===== config.mk =====
export PLATFORM = sky130hd
export DESIGN_NAME = nibble_serial_adder_flat
export DESIGN_NICKNAME = d
export VERILOG_FILES = /design/src/rtl/nibble_serial_adder_if.sv /design/src/rtl/nibble_serial_adder.sv /design/src/flat_wrapper.sv
export SDC_FILE = /design/constraint.sdc
export NUM_CORES = 1
export LEC_CHECK = 0
export ABC_AREA = 1
export CAP_MARGIN = 10
export CORE_MARGIN = 1.5
export CORE_UTILIZATION = 30
export DETAILED_ROUTE_END_ITERATION = 8
export PLACE_DENSITY = 0.61
export SLEW_MARGIN = 10
export SYNTH_ARGS = -nofsm -noshare
export SYNTH_HDL_FRONTEND = slang
export SYNTH_SLANG_ARGS = --single-unit

===== constraint.sdc =====
create_clock -name clk -period 2.8 [get_ports clk]
set_input_delay 0.28 -clock clk [delete_from_list [all_inputs] [get_ports clk]]
set_output_delay 0.28 -clock clk [all_outputs]
set_load 0.005 [all_outputs]

===== src/rtl/nibble_serial_adder_if.sv =====
// nibble_serial_adder_if
//   Bundles the operand and result handshakes of nibble_serial_adder.
//   Parameter WIDTH must match the adder's WIDTH.
//   Handshake rule (both channels): a transfer happens on a rising clk edge
//   where valid && ready; the producer holds its payload stable while valid
//   is high and ready is low, and ready never depends on the same channel's
//   payload.
//   Operand channel (master -> slave): in_valid, a, b, cin, sub; slave returns in_ready.
//   Result channel (slave -> master): out_valid, sum, cout, busy [, ovf];
//                                     master returns out_ready.
//   fsm_state : debug view of the adder's controller state (0 IDLE, 1 RUN, 2 DONE).
//   Optional macro NSA_OVERFLOW_EN adds the ovf signal.
interface nibble_serial_adder_if #(
    parameter int WIDTH = 32
);
    logic             in_valid;
    logic             in_ready;
    logic [WIDTH-1:0] a;
    logic [WIDTH-1:0] b;
    logic             cin;
    logic             sub;
    logic             out_valid;
    logic             out_ready;
    logic [WIDTH-1:0] sum;
    logic             cout;
    logic             busy;
    logic [1:0]       fsm_state;
`ifdef NSA_OVERFLOW_EN
    logic             ovf;

    modport master (
        output in_valid, a, b, cin, sub, out_ready,
        input  in_ready, out_valid, sum, cout, busy, fsm_state, ovf
    );
    modport slave (
        input  in_valid, a, b, cin, sub, out_ready,
        output in_ready, out_valid, sum, cout, busy, fsm_state, ovf
    );
`else
    modport master (
        output in_valid, a, b, cin, sub, out_ready,
        input  in_ready, out_valid, sum, cout, busy, fsm_state
    );
    modport slave (
        input  in_valid, a, b, cin, sub, out_ready,
        output in_ready, out_valid, sum, cout, busy, fsm_state
    );
`endif
endinterface


===== src/rtl/nibble_serial_adder.sv =====
// nibble_serial_adder
//   WIDTH-bit adder/subtractor that pushes the operands one nibble per clock
//   through a single 4-bit carry-lookahead cell (CLA_4bit), registering the
//   ripple carry between nibbles. Latency is NIB+1 cycles from the accept
//   edge to out_valid; minimum initiation interval is NIB+2 cycles.
//   Ports:
//     clk   : rising-edge clock
//     rst_n : asynchronous active-low reset
//     bus   : nibble_serial_adder_if.slave (operand/result handshakes, debug state)
//   Parameter WIDTH: multiple of 4, at least 8; must match the interface WIDTH.
//   Optional macro NSA_OVERFLOW_EN: registers a signed-overflow flag on bus.ovf.
module nibble_serial_adder #(
    parameter int WIDTH = 32
) (
    input  logic                 clk,
    input  logic                 rst_n,
    nibble_serial_adder_if.slave bus
);
    localparam int NIB  = WIDTH / 4;
    localparam int IDXW = $clog2(NIB);
    localparam logic [IDXW-1:0] LAST = IDXW'(NIB - 1);

    typedef enum logic [1:0] {
        IDLE = 2'd0,
        RUN  = 2'd1,
        DONE = 2'd2
    } state_t;

    state_t state;
    state_t state_next;

    logic [WIDTH-1:0] a_reg;
    logic [WIDTH-1:0] b_reg;     // already inverted for subtraction
    logic [WIDTH-1:0] sum_reg;
    logic             carry_reg;
    logic             cout_reg;
    logic [IDXW-1:0]  idx;

    logic [3:0]       cell_sum;
    logic             cell_cout;
    logic             in_ready_c;
    logic             out_valid_c;
    logic             busy_c;

    // 4-bit carry-lookahead cell: returns {Cout, Sum}.
    function automatic logic [4:0] CLA_4bit(input logic [3:0] A,
                                            input logic [3:0] B,
                                            input logic       Cin);
        logic [3:0] g;
        logic [3:0] p;
        logic [4:0] c;
        g    = A & B;
        p    = A ^ B;
        c[0] = Cin;
        c[1] = g[0] | (p[0] & Cin);
        c[2] = g[1] | (p[1] & g[0]) | (p[1] & p[0] & Cin);
        c[3] = g[2] | (p[2] & g[1]) | (p[2] & p[1] & g[0])
             | (p[2] & p[1] & p[0] & Cin);
        c[4] = g[3] | (p[3] & g[2]) | (p[3] & p[2] & g[1])
             | (p[3] & p[2] & p[1] & g[0]) | (p[3] & p[2] & p[1] & p[0] & Cin);
        return {c[4], p ^ c[3:0]};
    endfunction

    // The only combinational path in the loop: nibble select plus the cell.
    assign {cell_cout, cell_sum} = CLA_4bit(a_reg[{idx, 2'b00} +: 4],
                                            b_reg[{idx, 2'b00} +: 4],
                                            carry_reg);

    always_ff @(posedge clk or negedge rst_n) begin
        if (!rst_n) begin
            state <= IDLE;
        end else begin
            state <= state_next;
        end
    end

    always_comb begin
        state_next  = state;
        in_ready_c  = 1'b0;
        out_valid_c = 1'b0;
        busy_c      = 1'b0;
        case (state)
            IDLE: begin
                in_ready_c = 1'b1;
                if (bus.in_valid) state_next = RUN;
            end
            RUN: begin
                busy_c = 1'b1;
                if (idx == LAST) state_next = DONE;
            end
            DONE: begin
                busy_c      = 1'b1;
                out_valid_c = 1'b1;
                if (bus.out_ready) state_next = IDLE;
            end
            default: state_next = IDLE;
        endcase
    end

    always_ff @(posedge clk or negedge rst_n) begin
        if (!rst_n) begin
            a_reg     <= '0;
            b_reg     <= '0;
            sum_reg   <= '0;
            carry_reg <= 1'b0;
            cout_reg  <= 1'b0;
            idx       <= '0;
        end else begin
            case (state)
                IDLE: begin
                    if (bus.in_valid) begin
                        a_reg     <= bus.a;
                        // a - b = a + ~b + 1, so cin is overridden by sub
                        b_reg     <= bus.sub ? ~bus.b : bus.b;
                        carry_reg <= bus.sub | bus.cin;
                        idx       <= '0;
                    end
                end
                RUN: begin
                    sum_reg[{idx, 2'b00} +: 4] <= cell_sum;
                    carry_reg                  <= cell_cout;
                    if (idx == LAST) begin
                        cout_reg <= cell_cout;
                    end else begin
                        idx <= idx + 1'b1;
                    end
                end
                default: ;
            endcase
        end
    end

`ifdef NSA_OVERFLOW_EN
    logic ovf_reg;

    // Operand MSBs xor result MSB recovers the carry into the MSB;
    // overflow is that carry xor the carry out.
    always_ff @(posedge clk or negedge rst_n) begin
        if (!rst_n) begin
            ovf_reg <= 1'b0;
        end else if (state == RUN && idx == LAST) begin
            ovf_reg <= a_reg[WIDTH-1] ^ b_reg[WIDTH-1] ^ cell_sum[3] ^ cell_cout;
        end
    end

    assign bus.ovf = ovf_reg;
`endif

    assign bus.in_ready  = in_ready_c;
    assign bus.out_valid = out_valid_c;
    assign bus.busy      = busy_c;
    assign bus.sum       = sum_reg;
    assign bus.cout      = cout_reg;
    assign bus.fsm_state = state;
endmodule


===== src/flat_wrapper.sv =====
// flat-port wrapper written by rule: the top's interface ports become plain ports
module nibble_serial_adder_flat 
#(
    parameter int WIDTH = 32
)
  (clk, rst_n, bus_in_valid, bus_a, bus_b, bus_cin, bus_sub, bus_out_ready, bus_in_ready, bus_out_valid, bus_sum, bus_cout, bus_busy, bus_fsm_state);
  nibble_serial_adder_if #(.WIDTH(WIDTH)) bus_i ();
  input  logic clk;
  input  logic rst_n;
  input wire logic [$bits(bus_i.in_valid)-1:0] bus_in_valid;
  input wire logic [$bits(bus_i.a)-1:0] bus_a;
  input wire logic [$bits(bus_i.b)-1:0] bus_b;
  input wire logic [$bits(bus_i.cin)-1:0] bus_cin;
  input wire logic [$bits(bus_i.sub)-1:0] bus_sub;
  input wire logic [$bits(bus_i.out_ready)-1:0] bus_out_ready;
  output wire logic [$bits(bus_i.in_ready)-1:0] bus_in_ready;
  output wire logic [$bits(bus_i.out_valid)-1:0] bus_out_valid;
  output wire logic [$bits(bus_i.sum)-1:0] bus_sum;
  output wire logic [$bits(bus_i.cout)-1:0] bus_cout;
  output wire logic [$bits(bus_i.busy)-1:0] bus_busy;
  output wire logic [$bits(bus_i.fsm_state)-1:0] bus_fsm_state;
  assign bus_i.in_valid = bus_in_valid;
  assign bus_i.a = bus_a;
  assign bus_i.b = bus_b;
  assign bus_i.cin = bus_cin;
  assign bus_i.sub = bus_sub;
  assign bus_i.out_ready = bus_out_ready;
  assign bus_in_ready = bus_i.in_ready;
  assign bus_out_valid = bus_i.out_valid;
  assign bus_sum = bus_i.sum;
  assign bus_cout = bus_i.cout;
  assign bus_busy = bus_i.busy;
  assign bus_fsm_state = bus_i.fsm_state;
  nibble_serial_adder #(.WIDTH(WIDTH)) u_core (.clk(clk), .rst_n(rst_n), .bus(bus_i));
endmodule

# Word-level counts from Yosys, hierarchy flattened
# Cells that the tools add are included.
[totals]
register_bits = 103
input_bits = 70
out_inout_bits = 38
elab_cells = 73
[classes]
addsub = 2
eq_ne = 7
shift = 4
muxes = 14
n_bitwise = 31
reduce_logical = 8
[ops]
columns = ["operator", "n"]
rows = [
  ["$shiftx A32 B6 Y4", 2],
  ["$bwmux W32", 1],
  ["$mux W32", 1],
  ["$not A32 Y32", 1],
  ["$shift A4 B7 Y32 const A", 1],
  ["$shiftx A4 B7 Y32", 1],
  ["$and A1 B1 Y1", 16],
  ["$or A1 B1 Y1", 11],
  ["$xor A4 B4 Y4", 2],
  ["$neg A5 Y7", 1],
  ["$mux W2", 3],
  ["$mux W3", 2],
  ["$ne A2 B2 Y1 const B", 3],
  ["$pmux W2 S3", 1],
  ["$pmux W3 S2", 1],
  ["$reduce_and A2 Y1", 3],
  ["$reduce_and A3 Y1", 2],
  ["$and A4 B4 Y4", 1],
  ["$mux W1", 4],
  ["$add A3 B1 Y3 const B", 1],
  ["$eq A3 B3 Y1 const B", 1],
  ["$eq A2 B1 Y1 const B", 1],
  ["$eq A2 B2 Y1 const B", 1],
  ["$logic_not A2 Y1", 1],
  ["other kinds (4)", 4],
]

# Longest topological paths before layout
# Gate-level depths: netlist (run 1).
[logic_depth]
depth_word = 9
mapped_depth = 17

# Worst setup path before layout (run 1)
# Ideal clock, no wire load.
[synth_timing]
kind = "reg2reg"
start = "register u_core.idx[0]"
end = "register u_core.cout_reg (netlist: u_core.bus.cout)"
arrival_time_ns = 2.122
required_time_ns = 2.675
path_slack_ns = 0.553
stages_incl_launch_ff = 15
path_buffers = 2
period_less_slack_ns = 2.247
cell_sequence = "dfrtp_1 > inv_2 > buf_2 > buf_4 > nor2_1 > o22ai_1 > nand2_1 > nand2_1 > ha_1 > or2_0 > nand2_1 > nand2_1 > nand2_2 > nand2_1 > mux2_2"
[synth_via]
elab_chain_cells = 7
word_cells_on_any_way = 17
[synth_rtl]
columns = ["element", "line_no", "text"]
rows = [
  ["from (decl)", "nibble_serial_adder.sv:37", "logic [IDXW-1:0] idx;"],
  ["from (signal assigned)", "nibble_serial_adder.sv:125", "idx <= idx + 1'b1;"],
  ["$shiftx A32 B6 Y4, on equally long branches", "nibble_serial_adder.sv:65, nibble_serial_adder.sv:66", ""],
  ["$xor A4 B4 Y4 / $and A4 B4 Y4 (equally long branches)", "nibble_serial_adder.sv:53, nibble_serial_adder.sv:52", ""],
  ["$and A1 B1 Y1, on equally long branches", "nibble_serial_adder.sv:59, nibble_serial_adder.sv:60", ""],
  ["$or A1 B1 Y1 (tied with other cells)", "nibble_serial_adder.sv:59", "c[4] = g[3] | (p[3] & g[2]) | (p[3] & p[2] & g[1])"],
  ["$or A1 B1 Y1 / $and A1 B1 Y1 (equally long branches)", "nibble_serial_adder.sv:59, nibble_serial_adder.sv:60", ""],
  ["$or A1 B1 Y1 / $and A1 B1 Y1 (equally long branches)", "nibble_serial_adder.sv:60", "| (p[3] & p[2] & p[1] & g[0]) | (p[3] & p[2] & p[1] & p[0] & Cin);"],
  ["$or A1 B1 Y1", "nibble_serial_adder.sv:60", ""],
  ["to (signal assigned)", "nibble_serial_adder.sv:123", "cout_reg <= cell_cout;"],
  ["to (decl)", "nibble_serial_adder.sv:36", "logic cout_reg;"],
]
# Several ways; a longest one is shown, not always the timed one.
# A chain may end at the register's enable or synchronous reset.

# Final worst setup path (run 1)
[layout_timing]
start = "register u_core.idx[1]"
end = "register u_core.sum_reg[11] (netlist: u_core.bus.sum[11])"
[layout_via]
elab_chain_cells = 9
word_cells_on_any_way = 24
[layout_rtl]
columns = ["element", "line_no", "text"]
rows = [
  ["$shiftx A32 B6 Y4, on equally long branches", "nibble_serial_adder.sv:65, nibble_serial_adder.sv:66", ""],
  ["$xor A4 B4 Y4 / $and A4 B4 Y4 (equally long branches)", "nibble_serial_adder.sv:53, nibble_serial_adder.sv:52", ""],
  ["$and A1 B1 Y1, on equally long branches", "nibble_serial_adder.sv:57, nibble_serial_adder.sv:58", ""],
  ["$or A1 B1 Y1 (tied with other cells)", "nibble_serial_adder.sv:57", "c[3] = g[2] | (p[2] & g[1]) | (p[2] & p[1] & g[0])"],
  ["$or A1 B1 Y1 / $and A1 B1 Y1 (equally long branches)", "nibble_serial_adder.sv:57, nibble_serial_adder.sv:58", ""],
  ["$or A1 B1 Y1", "nibble_serial_adder.sv:58", "| (p[2] & p[1] & p[0] & Cin);"],
  ["$xor A4 B4 Y4", "nibble_serial_adder.sv:61", "return {c[4], p ^ c[3:0]};"],
  ["$shiftx A4 B7 Y32", "nibble_serial_adder.sv:120", "sum_reg[{idx, 2'b00} +: 4] <= cell_sum;"],
  ["$bwmux W32 (*)", "nibble_serial_adder.sv:120", ""],
  ["to (signal, indexed assignment)", "nibble_serial_adder.sv:120", ""],
  ["to (decl)", "nibble_serial_adder.sv:34", "logic [WIDTH-1:0] sum_reg;"],
]
# Mark *: on every way between the ends. The rest lies on a longest branch, timed or not.

==> results of run 1 <==
==> logic make-up after synthesis <==
kind of cell	after synthesis	share of synthesized area
AOI/OAI and AO/OA	104	0.105
xor gates and xnor gates	33	0.0552
adders and majority gates	16	0.0397
buffers and inverters	63	0.0535
DFF	103	0.492
muxes	1	0.00215
and+or+nand+nor	309	0.252
==> power breakdown <==
part / internal, uW / switching, uW
Clock: 727 / 504
Combinational: 1230 / 1830
Sequential: 2080 / 398
Total: 4030 / 2730
==> worst max-delay path by stage <==
stage / to / slack (ns) / cells after the start
final: u_core.bus.sum[11] / 0.29 / 14
after global routing: u_core.bus.sum[27] / 0.006 / 14
after CTS: u_core.bus.sum[9] / 0.30 / 11
after detailed placement: u_core.bus.sum[9] / 0.33 / 11
after global placement: u_core.bus.sum[25] / 0.35 / 11
after floorplan: u_core.bus.cout / 0.55 / 14
==> cell type report <==
| cell class | instances | area [um2] |
|---|---|---|
| Antenna cell | 1 | 2.50 |
| Clock buffer | 12 | 256 |
| Clock inverter | 1 | 30.0 |
| Fill cell | 1822 | 10400 |
| Inverter | 33 | 129 |
| Multi-Input combinational cell | 463 | 2380 |
| Sequential cell | 103 | 2580 |
| Tap cell | 225 | 282 |
| Timing Repair Buffer | 116 | 1130 |
==> cells in the final DEF (no fill, tap or decap), types with 13 or more instances in the layout <==
master and count:
dfrtp_1 103, clkdlybuf4s50_1 105, nor2_1 42, o21ai_1 13, o22ai_1 17, nand2_1 228, ha_1 15, nand3_1 18
xnor2_1 32, inv_1 20, o21ai_0 72
==> through the flow <==
| stage | area (um2) | power, uW |
|---|---|---|
| after floorplan | 5240 | 4460 |
| after global placement | 6500 | 5530 |
| after detailed placement | 6500 | 5590 |
| after CTS | 6790 | 6840 |
| after global routing | 6790 | 7380 |
| final | 6790 | 6760 |
==> routing by layer <==
layer | vias up | track usage
met5 | - | 0
met4 | 0 | 0.0460
met3 | 11 | 0.0349
met2 | 92 | 0.249
met1 | 1964 | 0.196
li1 | 2211 | -
==> worst reg2reg max path: cells and delay by family (launching register included) <==
family	cells	cell delay, ns
buf+inv	1	0.33
fa+ha+maj	1	0.27
flops	1	0.50
simple gates	10	1.06
compound gates	2	0.32
==> flow_summary.json, run 1 <==
{
  "synth_ff_type": "dfrtp_1",
  "required_ns": 3.08,
  "setup_viol": 0,
  "antenna_found_initial": 1,
  "vias": 4278,
  "placedCellCount": 940,
  "wirelength_um": 12800,
  "cts_max_path_buffers": 2,
  "path_buf_inv": 1,
  "die_height_um": 135,
  "syn_nets": 715,
  "slew_headroom": 0.396,
  "hpwl_um": 9620,
  "grt_setup_unrepaired": "false",
  "maxCapViolations": 0,
  "holdWs_ns": 0.0239,
  "synthTopCellsByCount": "nand2_1, dfrtp_1, o21ai_0",
  "met2_length_um": 6070,
  "setup_slack_ns": 0.286,
  "drive_gt1_frac": 0.0714,
  "portBuffers": 107,
  "pre_cts_ws_ns": 0.326,
  "top_layer_used": "met4",
  "synth.yosys.seq_area_share": 0.492,
  "synth_area_mm2": 0.00524,
  "fp.dieW_um": 135,
  "peakVddDrop_mv": 0.395,
  "start_util": 0.305,
  "r2r_slack_ns": 0.29,
  "start_kind": "register",
  "synth_area_leaders": "dfrtp_1, nand2_1, o21ai_0, xnor2_1, ha_1",
  "cts_tree": "built",
  "p_leak_uw": 0.00317,
  "r2r_end": "u_core.bus.sum[11]",
  "ioPinCount": 108,
  "worstPathMaxFanout": 20,
  "wl_met1_um": 6040,
  "yosys_warnings": 0,
  "cts_buffers": 9,
  "yosys.area.top_type_share": 0.492,
  "path_cells": "inv_2 -> o21ai_0 -> o22ai_1 -> nand2_1 -> nand2_1 -> ha_1 -> or2_0 -> nand2_1 -> nand2_1 -> nand2_2 -> nand3_2 -> nor2_2 -> nand3_1 -> nand2_1",
  "hold_path_class": "in -> async",
  "cp_slowest_stage_delay_ns": 0.50,
  "ys_ff_latch": 103,
  "crit_path_top_delay_cell": "dfrtp_1",
  "tightest_slew_ns": 0.906,
  "r2r_cells": 14,
  "nNetsFinal": 812,
  "cpMostUsedCell": "nand2_1",
  "grt_pass1_vias": 4315,
  "wl_per_cell_um": 13.5,
  "drtIter0Drc": 329,
  "hold_viol": 0,
  "dr_wl_met3_um": 565,
  "grt.total_usage": 0.151,
  "die_area_mm2": 0.0183,
  "coreArea_mm2": 0.0172,
  "areaGrowthSynthToFinish_pct": 29.7,
  "worstSkewPairLatency_ns": 0.35,
  "min_period_ns": 2.51,
  "synth_largest_area_cell": "dfrtp_1",
  "yosysMostFrequentCell": "nand2_1",
  "synthArstFlopShare": 1.00,
  "netlist_instances": 629,
  "root_buffer": "clkbuf_16",
  "rows": 48,
  "drcViolationCount": 0,
  "cts_max_level": 3,
  "timing.rr.start": "u_core.idx[1]",
  "cp_top_family": "simple AND/OR/NAND/NOR gates",
  "max_freq_ghz": 0.398,
  "antenna_left": 0,
  "startpoint": "u_core.idx[1]",
  "crit_type": "reg -> reg",
  "utilization": 0.395,
  "drt-pass1-iter-count": 4,
  "setup.worst_path.end_class": "register",
  "vias_per_cell": 4.48,
  "grt_first_pass_wirelength_um": 21500,
  "skew_ns": 0.00710,
  "grt.overflow.total": 0,
  "synth-edff-count": 0,
  "finalNonFillerCells": 954,
  "synth.avg_cell_area_um2": 8.32,
  "grt_max_degree": 97,
  "cts_hold_buf": 0,
  "clk_pin_slew_ns": 0.06,
  "slew_viol_final": 0,
  "setup_tns_ns": 0,
  "p_per_area_mw_per_mm2": 996,
  "gp_congestion": 0.824,
  "ctsResizeCount": 0,
  "synthDistinctLibCells": 33,
  "status": "complete, no violations",
  "post_cts_buffers": 0,
  "cts.sinks": 103,
  "critPathArrivalTime_ns": 2.80,
  "fin_crit_sh": 0.898
}
Power figures use the tool's default switching activity.
==> run 2, diff against run 1 <==
--- a/config.mk
+++ b/config.mk
@@ -11,6 +11,7 @@
 export CORE_UTILIZATION = 30
 export DETAILED_ROUTE_END_ITERATION = 8
 export PLACE_DENSITY = 0.61
+export SKIP_LAST_GASP = 1
 export SLEW_MARGIN = 10
 export SYNTH_ARGS = -nofsm -noshare
 export SYNTH_HDL_FRONTEND = slang
==> results of run 2 <==
Same layout as run 1: the final DEF is identical, and so are final timing and power.
==> run 3, diff against run 2 <==
--- a/config.mk
+++ b/config.mk
@@ -10,7 +10,6 @@
 export CORE_MARGIN = 1.5
 export CORE_UTILIZATION = 30
 export DETAILED_ROUTE_END_ITERATION = 8
-export PLACE_DENSITY = 0.61
 export SKIP_LAST_GASP = 1
 export SLEW_MARGIN = 10
 export SYNTH_ARGS = -nofsm -noshare
==> run 3 against run 2 <==
Critical path depth stayed put. Core utilization is 0.20 points higher. Critical path type unchanged. Maximum frequency is 1.6% lower. Setup slack worse by 0.040 ns. Count of clock-buffer cells in the layout is 2 lower. Via count is 1.3% higher. Global-route usage is 0.24 points higher. Sequential power hardly changed. Register-to-register slack worse by 0.04 ns. Hold slack better by 0.43 ns. Highest routed layer unchanged. Clock skew is 0.00088 ns higher.
==> flow_summary.json, run 3 (same netlist as run 1, synthesis figures left out) <==
{
  "grt_setup_unrepaired": "false",
  "hold_path_class": "in -> async",
  "nNetsFinal": 812,
  "placedCellCount": 939,
  "status": "complete, no violations",
  "grt_pass1_vias": 4353,
  "utilization": 0.397,
  "maxCapViolations": 0,
  "cts_buffers": 9,
  "setup_viol": 0,
  "ctsResizeCount": 0,
  "p_per_area_mw_per_mm2": 1000,
  "cp_top_family": "simple AND/OR/NAND/NOR gates",
  "skew_ns": 0.00798,
  "power_frac_comb": 0.455,
  "grt_first_pass_wirelength_um": 21900,
  "worstSkewPairLatency_ns": 0.35,
  "setup_tns_ns": 0,
  "root_buffer": "clkbuf_16",
  "hpwl_um": 9670,
  "critPathArrivalTime_ns": 2.85,
  "cp_slowest_stage_delay_ns": 0.37,
  "peakVddDrop_mv": 0.453,
  "holdWs_ns": 0.458,
  "hold_viol": 0,
  "cts_max_path_buffers": 2,
  "fin_area_mm2": 0.00682,
  "slew_headroom": 0.404,
  "wl_per_cell_um": 13.8,
  "vias": 4332,
  "use_met2": 0.259,
  "cts.sinks": 103,
  "rows": 48,
  "setup.worst_path.end_class": "register",
  "grt_max_degree": 76,
  "min_period_ns": 2.55,
  "drcViolationCount": 0,
  "max_freq_ghz": 0.391,
  "vias_per_cell": 4.54,
  "wirelength_um": 13200,
  "power_frac_clock": 0.186,
  "path_cells": "buf_4 -> o21ai_0 -> o22ai_1 -> nand2_1 -> nand2_1 -> ha_1 -> or2_0 -> nand2_1 -> nand2_1 -> nand2_2 -> nand3_2 -> nor2_4 -> nand3_1 -> nand2_1",
  "drtIter0Drc": 265,
  "insertedDiodeCount": 0,
  "p_leak_uw": 0.00318,
  "die_area_mm2": 0.0183,
  "layout_commonest_cell": "nand2_1",
  "areaGrowthSynthToFinish_pct": 30.3,
  "top_usage_layer": "met2",
  "finalNonFillerCells": 955,
  "fp.dieW_um": 135,
  "seq_power_share": 0.360,
  "power.internal_uw": 4030,
  "portBuffers": 107,
  "die_height_um": 135,
  "ioPinCount": 108,
  "final_cell_mix": "nand2_1, clkdlybuf4s50_1, dfrtp_1, o21ai_0, nor2_1",
  "drive_gt1_frac": 0.0740,
  "coreArea_mm2": 0.0172,
  "clk_pin_slew_ns": 0.07,
  "sw_frac_of_total": 0.410,
  "worstPathMaxFanout": 41,
  "antenna_found_initial": 0,
  "antenna_left": 0,
  "drt-pass1-iter-count": 5,
  "start_kind": "register",
  "fin_crit_sh": 0.912,
  "dpl_cell_area_mm2": 0.00652,
  "crit_type": "reg -> reg",
  "cts_max_level": 3,
  "slew_viol_final": 0,
  "grt_util_met1": 0.198,
  "required_ns": 3.09,
  "grt.overflow.total": 0,
  "crit_path_top_delay_cell": "buf_4",
  "gp_congestion": 0.792,
  "start_util": 0.305,
  "cpMostUsedCell": "nand2_1",
  "cts_tree": "built",
  "path_buf_inv": 1,
  "grt_use_met3": 0.0297,
  "tightest_slew_ns": 0.894,
  "grt.total_usage": 0.153,
  "power.net_switching_uw": 2800
}
run 3: cell count changes in the layout (fill, tap and decap cells not counted):
| cell | before | now |
|---|---|---|
| buf_12 | 0 | 2 |
| buf_4 | 10 | 7 |
| clkbuf_1 | 1 | 0 |
| clkbuf_8 | 2 | 1 |
| clkinv_2 | 0 | 2 |
| clkinvlp_4 | 0 | 1 |
| diode_2 | 1 | 0 |
| dlygate4sd3_1 | 0 | 1 |
| inv_6 | 1 | 2 |
run 3: worst reg2reg max path, delay by kind of cell (launching register included):
family,cells,cell delay (ns)
adders and majority gates,1,0.27
DFF,1,0.36
AOI/OAI and AO/OA,2,0.40
and+or+nand+nor,10,1.12
buffers and inverters,1,0.37
run 3: cell type report:
cell class                 count  area (um2)
clock buffer                  10         239
clock inverter                 5        56.3
fill                        1811       10400
inverter                      33         129
multi-input combinational    463        2380
sequential                   103        2580
tap                          225         282
timing repair buffer         116        1160
run 3: power by group through the flow:
stage | Sequential [uW] | Clock (uW) | Combinational (uW)
floorplan | 2360 | 0 | 2100
global placement | 2500 | 0 | 3050
detailed placement | 2480 | 0 | 3110
CTS | 2460 | 1300 | 3140
global route | 2530 | 1360 | 3540
finish | 2460 | 1270 | 3100
run 3: metrics by stage:
stage                     total power, uW  setup slack, ns
after floorplan                      4460            0.553
after global placement               5550            0.400
after detailed placement             5590            0.341
after CTS                            6900            0.261
after global routing                 7430           0.0444
final                                6820            0.246
run 3: worst paths after layout:
kind / startpoint / end / slack, ns / cells past startpoint
setup reg to reg: u_core.idx[0] / u_core.bus.sum[15] / 0.25 / 14
max in group asynchronous: rst_n / u_core.b_reg[0] / 1.67 / 3
hold reg to reg: u_core.bus.sum[20] / u_core.bus.sum[20] / 0.47 / 2
min in group clk: bus_a[30] / u_core.a_reg[30] / 0.46 / 3
setup / recovery: u_core.idx[0] / u_core.bus.sum[15] / 0.25 / 14
hold / removal: rst_n / u_core.bus.sum[20] / 0.46 / 2
run 3: per-layer routing:
metal	vias up	wire length, um
met1	1994	6070
met2	104	6370
met4	0	191
li1	2216	-
met3	18	588
met5	-	0
run 3: what timing repair did:
item	in CTS	in global routing
endpoints found under the hold margin	37	0
hold buffers	1	0
buffers inserted	0	0
